[config.mk]
export PLATFORM = sky130hd
export DESIGN_NAME = seq_ctrl_flat
export DESIGN_NICKNAME = d
export VERILOG_FILES = /design/src/rtl/seq_ctrl_if.sv /design/src/rtl/seq_ctrl.sv /design/src/flat_wrapper.sv
export SDC_FILE = /design/constraint.sdc
export NUM_CORES = 1
export LEC_CHECK = 0
export ABC_AREA = 1
export CELL_PAD_IN_SITES_DETAIL_PLACEMENT = 0
export CELL_PAD_IN_SITES_GLOBAL_PLACEMENT = 1
export CORE_ASPECT_RATIO = 0.5
export CORE_MARGIN = 2
export CORE_UTILIZATION = 38
export DETAILED_ROUTE_END_ITERATION = 10
export PLACE_DENSITY = 0.79
export SLEW_MARGIN = 20
export SYNTH_ARGS = -nofsm -noshare
export SYNTH_HDL_FRONTEND = slang
export SYNTH_SLANG_ARGS = --single-unit
[constraint.sdc]
create_clock -name clk -period 2.2 [get_ports clk]
set_input_delay 0.22 -clock clk [delete_from_list [all_inputs] [get_ports clk]]
set_output_delay 0.22 -clock clk [all_outputs]
set_load 0.01 [all_outputs]
[src/rtl/seq_ctrl_if.sv]
// Data-memory request bus between the sequencer and data memory.
// The sequencer holds mem_req until memory answers with mem_ready.
interface seq_ctrl_if;
  logic mem_req;
  logic mem_wr;
  logic mem_ready;

  modport master (
    output mem_req,
    output mem_wr,
    input  mem_ready
  );

  modport slave (
    input  mem_req,
    input  mem_wr,
    output mem_ready
  );
endinterface

[src/rtl/seq_ctrl.sv]
// Multi-cycle sequencer: PC, IR/RF/memory strobes, branches,
// halt/restart, memory-wait watchdog and retired-instruction count.
module seq_ctrl #(
  parameter logic [3:0]  OP_LD    = 4'h8,
  parameter logic [3:0]  OP_ST    = 4'h9,
  parameter logic [3:0]  OP_HLT   = 4'h7,
  parameter logic [3:0]  OP_JMP   = 4'hD,
  parameter logic [3:0]  OP_BRZ   = 4'hE,
  parameter logic [3:0]  OP_BRN   = 4'hF,
  parameter int unsigned MAX_WAIT = 8,
  parameter logic [15:0] CNT_MAX  = 16'hFFFF
) (
  input  logic        clk,
  input  logic        reset,
  input  logic        start,
  input  logic [3:0]  op,
  input  logic [7:0]  bamt,
  input  logic        z,
  input  logic        neg,
  seq_ctrl_if.master  mem,
  output logic [15:0] PC,
  output logic        ir_we,
  output logic        rf_we,
  output logic        done,
  output logic        err,
  output logic [15:0] instr_cnt
);

  typedef enum logic [2:0] {
    S_IDLE,
    S_FETCH,
    S_EXEC,
    S_MEMWAIT,
    S_HALT
  } state_t;

  localparam logic [7:0] WLAST = 8'(MAX_WAIT - 1);

  state_t      state_q, state_d;
  logic [15:0] pc_d;
  logic        done_d, err_d;
  logic [7:0]  wcnt_q, wcnt_d;
  logic [15:0] cnt_d;
  logic        retire, clr_cnt;

  logic is_ld, is_st, is_hlt, is_br, taken;
  logic [15:0] pc_inc, pc_br;

  assign is_ld  = (op == OP_LD);
  assign is_st  = (op == OP_ST);
  assign is_hlt = (op == OP_HLT);
  assign is_br  = (op == OP_JMP) || (op == OP_BRZ) || (op == OP_BRN);
  assign taken  = ((op == OP_BRZ) && z) ||
                  ((op == OP_BRN) && neg) ||
                  (op == OP_JMP);
  assign pc_inc = PC + 16'd1;
  assign pc_br  = PC + {{8{bamt[7]}}, bamt};

  always_comb begin
    state_d     = state_q;
    pc_d        = PC;
    done_d      = done;
    err_d       = err;
    wcnt_d      = wcnt_q;
    retire      = 1'b0;
    clr_cnt     = 1'b0;
    ir_we       = 1'b0;
    rf_we       = 1'b0;
    mem.mem_req = 1'b0;
    mem.mem_wr  = 1'b0;
    case (state_q)
      S_IDLE: begin
        if (start) begin
          state_d = S_FETCH;
          pc_d    = 16'd0;
        end
      end
      S_FETCH: begin
        ir_we   = 1'b1;
        state_d = S_EXEC;
      end
      S_EXEC: begin
        unique case (1'b1)
          is_hlt: begin
            state_d = S_HALT;
            done_d  = 1'b1;
            retire  = 1'b1;
          end
          is_ld, is_st: begin
            mem.mem_req = 1'b1;
            mem.mem_wr  = is_st;
            wcnt_d      = 8'd0;
            state_d     = S_MEMWAIT;
          end
          is_br: begin
            pc_d    = taken ? pc_br : pc_inc;
            state_d = S_FETCH;
            retire  = 1'b1;
          end
          default: begin
            rf_we   = 1'b1;
            pc_d    = pc_inc;
            state_d = S_FETCH;
            retire  = 1'b1;
          end
        endcase
      end
      S_MEMWAIT: begin
        mem.mem_req = 1'b1;
        mem.mem_wr  = is_st;
        if (mem.mem_ready) begin
          rf_we   = is_ld;
          pc_d    = pc_inc;
          state_d = S_FETCH;
          retire  = 1'b1;
        end else if (wcnt_q == WLAST) begin
          // watchdog: abandon the request without retiring it
          err_d   = 1'b1;
          done_d  = 1'b1;
          state_d = S_HALT;
        end else begin
          wcnt_d = wcnt_q + 8'd1;
        end
      end
      S_HALT: begin
        if (start) begin
          state_d = S_FETCH;
          pc_d    = 16'd0;
          done_d  = 1'b0;
          err_d   = 1'b0;
          wcnt_d  = 8'd0;
          clr_cnt = 1'b1;
        end
      end
      default: state_d = S_IDLE;
    endcase
  end

  always_comb begin
    cnt_d = instr_cnt;
    if (clr_cnt)
      cnt_d = 16'd0;
    else if (retire && (instr_cnt != CNT_MAX))
      cnt_d = instr_cnt + 16'd1;
  end

  always_ff @(posedge clk) begin
    if (reset) begin
      state_q   <= S_IDLE;
      PC        <= 16'd0;
      done      <= 1'b0;
      err       <= 1'b0;
      wcnt_q    <= 8'd0;
      instr_cnt <= 16'd0;
    end else begin
      state_q   <= state_d;
      PC        <= pc_d;
      done      <= done_d;
      err       <= err_d;
      wcnt_q    <= wcnt_d;
      instr_cnt <= cnt_d;
    end
  end

endmodule

[src/flat_wrapper.sv]
// flat-port wrapper written by rule: the top's interface ports become plain ports
module seq_ctrl_flat 
#(
  parameter logic [3:0]  OP_LD    = 4'h8,
  parameter logic [3:0]  OP_ST    = 4'h9,
  parameter logic [3:0]  OP_HLT   = 4'h7,
  parameter logic [3:0]  OP_JMP   = 4'hD,
  parameter logic [3:0]  OP_BRZ   = 4'hE,
  parameter logic [3:0]  OP_BRN   = 4'hF,
  parameter int unsigned MAX_WAIT = 8,
  parameter logic [15:0] CNT_MAX  = 16'hFFFF
)
  (clk, reset, start, op, bamt, z, neg, PC, ir_we, rf_we, done, err, instr_cnt, mem_mem_req, mem_mem_wr, mem_mem_ready);
  seq_ctrl_if mem_i ();
  input  logic clk;
  input  logic reset;
  input  logic start;
  input  logic [3:0] op;
  input  logic [7:0] bamt;
  input  logic z;
  input  logic neg;
  output logic [15:0] PC;
  output logic ir_we;
  output logic rf_we;
  output logic done;
  output logic err;
  output logic [15:0] instr_cnt;
  output wire logic [$bits(mem_i.mem_req)-1:0] mem_mem_req;
  output wire logic [$bits(mem_i.mem_wr)-1:0] mem_mem_wr;
  input wire logic [$bits(mem_i.mem_ready)-1:0] mem_mem_ready;
  assign mem_mem_req = mem_i.mem_req;
  assign mem_mem_wr = mem_i.mem_wr;
  assign mem_i.mem_ready = mem_mem_ready;
  seq_ctrl #(.OP_LD(OP_LD), .OP_ST(OP_ST), .OP_HLT(OP_HLT), .OP_JMP(OP_JMP), .OP_BRZ(OP_BRZ), .OP_BRN(OP_BRN), .MAX_WAIT(MAX_WAIT), .CNT_MAX(CNT_MAX)) u_core (.clk(clk), .reset(reset), .start(start), .op(op), .bamt(bamt), .z(z), .neg(neg), .mem(mem_i), .PC(PC), .ir_we(ir_we), .rf_we(rf_we), .done(done), .err(err), .instr_cnt(instr_cnt));
endmodule
==> metrics, run 1 <==
fin crit period=1.998 ns; syn_area_per_cell=5.903 µm²; Max-slew headroom=69.06%; R2R depth=7; Post-DP Area=4587 µm²; share of post-route cells with drive strength above 1=6.789%; status=complete, no violations; Netlist cell types=30; VDD IR max=0.2460 mV; Final Non-Filler Cells=842; Clock Path Buffers=2; Setup Total Neg Slack=0 ns; average wire per standard cell=12.74 µm; Setup Buffers After CTS=0; WP data required=1.98 ns; crit-path cells=clkdlybuf4s50_1 > nand2_1 > nor2_2 > inv_1 > nor3_1 > clkdlybuf4s50_1; Fmax achieved=0.5005 GHz; post-synthesis mux area share=0%; CP bufs+invs=3; first-pass GRT wire length=17.77 mm; post-route ant nets=0; Max FO, Critical Path=4; GRT Util Overall=21.19%; Cell Area, Synth=3707 µm²; critical path's largest stage delay=0.57 ns; I/O Pins=56; initial core utilization=39.12%; crit end category=output pin; Post-route DRC=0; sequential area share after synthesis=24.30%; CTS buffer count=5; XOR/XNOR share of the synthesized area=5.906%; TritonCTS Sinks=45; total die area=10610 µm²; min-delay worst type=register to register; #FFs+latches synth=45; final setup fails=0; Fin Hold WS=0.4752 ns; Slew @ Worst Pin=0.4605 ns; Final Cell Area=4762 µm²; die width=143.7 µm; critical path arrival=1.78 ns; Detailed Route WL=10.72 mm; placed cell count=834; drt pass-1 iters=4; total number of H-tree levels=2; RSZ-0062 raised after global routing=false; 1st-iter DRT viols=183; Worst Skew=0.005176 ns; CP delay by family, top=buffers and inverters; WP depth=6; Synth Area in Compound Gates=13.77%; Crit Path Class=primary input to output pin; largest net degree at the start of global routing=18; fin crit share=90.81%; Final nets=743; vias in the first global route=3725; worst hold path depth=2; routability cong.=0.9000; fill count=1030; clock slew seen by the registers of the worst setup and hold paths=0.07 ns; final slew viol count=0; vias per inst=4.777; P_leak=2.076 nW; initial antenna violation count=0; Core Util, Final=50.24%; grt ovf=0; worst skew pair latency=0.29 ns; CTS tree=yes; syn_nets=665; simple-gate portion of the synthesized area=38.78%; root buf cell=clkbuf_16; Syn Inst Count=628; Multi-input gate area=2412 µm²; largest family of logic cells by synthesized area=simple AND/OR/NAND/NOR gates; most frequent CP cell=clkdlybuf4s50_1; slowest CP cell=clkdlybuf4s50_1; DIE HEIGHT=73.85 µm; combined flip-flop and latch cell area=900.9 µm²; Yosys warnings=0; number of diodes=0; post-synthesis adder-cell area fraction=6.615%; final hold vios=0; Cell Rows=25; Pwr Density=629.3 nW/µm²; post-DP HPWL=8.295 mm; Core Footprint=9478 µm²; DR vias=4022; port bufs=55; Area Growth Syn to Fin=28.45%; CP startpoint kind=primary input; Max Cap Viol=0
through the flow:
stage / total power [mW] / setup slack, ns
2_1_floorplan: 1.672 / 0.4976
3_3_place_gp: 2.121 / 0.02740
3_5_place_dp: 2.115 / 0.02349
4_1_cts: 3.026 / 0.06565
5_1_grt: 3.208 / 0.09374
6_report: 2.997 / 0.2021
flip-flops by register name, summed over array words and instances (netlist names):
signal and flops:
u_core.PC 16, u_core.instr_cnt 16, u_core.wcnt_q 8, u_core.state_q 3, u_core.done 1, u_core.err 1
where the power goes:
group	leakage (nW)	switching (mW)	internal, mW
Clock	0.0841	0.328	0.568
Combinational	1.63	0.655	0.485
Sequential	0.366	0.0823	0.879
Total	2.08	1.06	1.93
metal layers:
layer | track usage [%] | vias up | wire length (µm)
li1 | - | 2157 | -
met1 | 28.55 | 1770 | 5328
met2 | 34.81 | 82 | 4748
met3 | 4.042 | 13 | 471
met4 | 6.209 | 0 | 175
met5 | 0 | - | 0
layout by cell type (no fill, tap or decap), drive strengths merged, types with 6 or more instances in the layout:
cell type	netlist	routed
nand2	194	194
inv	89	89
nor2	70	70
a21oi	62	62
clkdlybuf4s50	0	54
dfxtp	45	45
nand3	41	41
o21ai	37	37
buf	6	26
ha	18	18
xor2	14	14
nor3	13	13
xnor2	11	11
nand3b	7	7
clkbuf	4	7
nand4	6	6
or2	6	6
layout make-up:
| class | instances | area share (%) |
|---|---|---|
| Inverter | 89 | 7.015 |
| Timing Repair Buffer | 81 | 16.24 |
| Sequential cell | 45 | 18.92 |
| Multi-Input combinational cell | 484 | 50.66 |
| Clock buffer | 7 | 2.995 |
| Tap cell | 135 | 3.547 |
| Clock inverter | 1 | 0.6306 |
cell families (layout without fill, tap and decap cells):
kind of cell / Yosys count / in the layout
DFF: 45 / 45
AOI/OAI and AO/OA: 101 / 101
and+or+nand+nor: 339 / 339
adders and majority gates: 19 / 19
buffers and inverters: 99 / 178
xor gates and xnor gates: 25 / 25
worst register-to-register path: stages, from the launching register on:
cell	delay, ns
dfxtp_1	0.34
or2_1	0.30
o21ai_1	0.14
nand2_1	0.09
nor2_4	0.39
inv_2	0.17
a21oi_1	0.21
a21oi_1	0.09
synthesized netlist by cell type, drive strengths merged:
cell      n  share of area [%]
xor2     14                3.3
ha       18                6.1
nor2     70                7.8
and2      1               0.17
nor3b     1               0.20
nand4     6                1.0
inv      89                9.0
nand3    41                5.7
o21ai    37                5.0
a31oi     1               0.17
buf       6                1.2
fa        1               0.54
or2       6                1.0
clkbuf    4               0.40
nand3b    7                1.4
nand2   194                 20
xnor2    11                2.6
dfxtp    45                 24
nor3     13                1.8
a21oi    62                8.4
o32ai     1               0.24
path summary, 6_finish.rpt:
kind | from | to | slack (ns)
max reg2reg | u_core.state_q[1]$_SDFFE_PP0P_ | u_core.PC[14]$_SDFFE_PP0P_ | 0.34
min reg2reg | u_core.err$_SDFFE_PP0P_ | u_core.err$_SDFFE_PP0P_ | 0.48
min | u_core.err$_SDFFE_PP0P_ | u_core.err$_SDFFE_PP0P_ | 0.48
max | op[3] | mem_mem_wr | 0.20
repair_timing:
action | 4_1_cts | 5_1_grt
gates resized for setup | 0 | 1
endpoints found under the setup margin | 0 | 1
hold buffers | 0 | 0
Power figures use the tool's default switching activity.
==> inputs of run 2 (changes only) <==
TNS_END_PERCENT = 1   (was not set)
==> results of run 2 <==
Final layout, timing and power as in run 1 (identical DEF).
==> inputs of run 3 (changes only) <==
CTS_BUF_LIST = sky130_fd_sc_hd__clkbuf_16   (was not set)
clock period = 2.1 ns   (was 2.2 ns; I/O delays follow)
==> metrics, run 3 (synthesis gave the netlist of run 1 again) <==
Final Cell Area=4818 µm² (was 4762 µm²); initial core utilization=39.12% (unchanged); clock slew seen by the registers of the worst setup and hold paths=0.07 ns (about the same); slowest CP cell=clkdlybuf4s50_1 (unchanged); die width=143.7 µm (unchanged); port bufs=55 (unchanged); final setup fails=0 (unchanged); DIE HEIGHT=73.85 µm (unchanged); Final WS setup=0.1202 ns (was 0.2021 ns); 1st-iter DRT viols=197 (was 183); drt pass-1 iters=4 (unchanged); Fin Hold WS=0.4749 ns (was 0.4752 ns); first-pass GRT wire length=17.56 mm (was 17.77 mm); Max FO, Critical Path=5 (was 4); VDD IR max=0.3451 mV (was 0.2460 mV); DR vias=4055 (was 4022); final hold vios=0 (unchanged); Fmax achieved=0.5051 GHz; Max-slew headroom=69.68% (was 69.06%); most frequent CP cell=nand2_1 (was clkdlybuf4s50_1); P_leak=2.104 nW (was 2.076 nW); crit end category=output pin (unchanged); Area Growth Syn to Fin=29.97% (was 28.45%); number of diodes=0 (unchanged); CTS buffer count=5 (unchanged); largest net degree at the start of global routing=17 (was 18); critical path's largest stage delay=0.52 ns (was 0.57 ns); Post-route DRC=0 (unchanged); TritonCTS Sinks=45 (unchanged); vias per inst=4.771 (was 4.777); CTS tree=yes (unchanged); initial antenna violation count=0 (unchanged); Pwr Density=651.9 nW/µm² (was 629.3 nW/µm²); grt ovf=0 (unchanged); GRT Util Overall=20.73% (was 21.19%); I/O Pins=56 (unchanged); CTS resizes=1 (was 0); critical path arrival=1.77 ns (was 1.78 ns); fin crit period=1.980 ns; Cell Rows=25 (unchanged); Core Footprint=9478 µm² (unchanged); most common cell after layout, fill and taps aside=nand2_1 (unchanged); fin crit share=94.28%; RSZ-0062 raised after global routing=false (unchanged); Crit Path Class=register to output pin (was primary input to output pin); final slew viol count=0 (unchanged); share of post-route cells with drive strength above 1=8.252% (was 6.789%); WP data required=1.89 ns (was 1.98 ns); Setup Total Neg Slack=0 ns (unchanged); dpl ws=-0.03134 ns (was 0.02349 ns); Final nets=751 (was 743); Max Cap Viol=0 (unchanged); Worst Skew=0.005551 ns (was 0.005176 ns); CP startpoint kind=register (was primary input); Core Util, Final=50.84% (was 50.24%); post-route ant nets=0 (unchanged); status=complete, no violations (unchanged); Clock Path Buffers=2 (unchanged); crit-path cells=nand3_2 > inv_2 > nand2_1 > buf_4 > nand2_1 > clkdlybuf4s50_1 (was clkdlybuf4s50_1 > nand2_1 > nor2_2 > inv_1 > nor3_1 > clkdlybuf4s50_1); Detailed Route WL=10.53 mm (was 10.72 mm); worst skew pair latency=0.29 ns (about the same); average wire per standard cell=12.39 µm (was 12.74 µm); Setup Buffers After CTS=0 (unchanged); top flop regs=u_core.PC (16), u_core.instr_cnt (16), u_core.wcnt_q (8) (unchanged); root buf cell=clkbuf_16 (unchanged); commonest non-fill, non-tap cells in the layout=192 x nand2_1, 87 x inv_1, 64 x nor2_1 (was 192 x nand2_1, 88 x inv_1, 64 x nor2_1); min-delay worst type=register to register (unchanged); post-DP HPWL=8.263 mm (was 8.295 mm); Slew @ Worst Pin=0.4513 ns (was 0.4605 ns); routability cong.=0.8588 (was 0.9000); total die area=10610 µm² (unchanged); total number of H-tree levels=2 (unchanged); Post-DP Area=4647 µm² (was 4587 µm²); hold-fix buffers at CTS=0 (unchanged); vias in the first global route=3683 (was 3725)
## run 3: cell type report
cell class                 instances  area [µm²]
clock buffer                       5       125.1
clock inverter                     3       42.54
fill                            1045        4659
inverter                          89       334.1
multi-input combinational        484        2417
sequential                        45       900.9
tap                              135       168.9
timing repair buffer              89       829.5
## run 3: layer usage
metal	part of all wire (%)	GRT usage, %
met4	1.0	4.248
met5	0	0
met2	43	34.34
met1	51	28.12
met3	4.2	4.368
## run 3: where the power goes
group / switching, mW / total, mW / leakage (nW) / internal, mW
logic: 0.688 / 1.22 / 1.65 / 0.533
clock network: 0.354 / 0.914 / 0.0852 / 0.560
registers: 0.0852 / 1.01 / 0.366 / 0.920
## run 3: through the flow
stage	instances	power, mW
2_1_floorplan	628	1.752
3_3_place_gp	842	2.237
3_5_place_dp	842	2.243
4_1_cts	850	3.168
5_1_grt	850	3.365
6_report	850	3.141
## run 3: worst paths after layout
kind         cells past startpoint                              from  slack, ns                          endpoint
max                              6    u_core.state_q[1]$_SDFFE_PP0P_       0.12                       mem_mem_req
max reg2reg                     10         u_core.PC[0]$_SDFFE_PP0P_       0.25         u_core.PC[4]$_SDFFE_PP0P_
min reg2reg                      2  u_core.instr_cnt[4]$_SDFFE_PP0P_       0.47  u_core.instr_cnt[4]$_SDFFE_PP0P_
min                              2  u_core.instr_cnt[4]$_SDFFE_PP0P_       0.47  u_core.instr_cnt[4]$_SDFFE_PP0P_
## run 3: worst max-delay path: cells and delay by family (launching register included)
kind                   cells  cell delay (ns)
buffers and inverters      3             0.78
and+or+nand+nor            3             0.27
DFF                        1             0.42
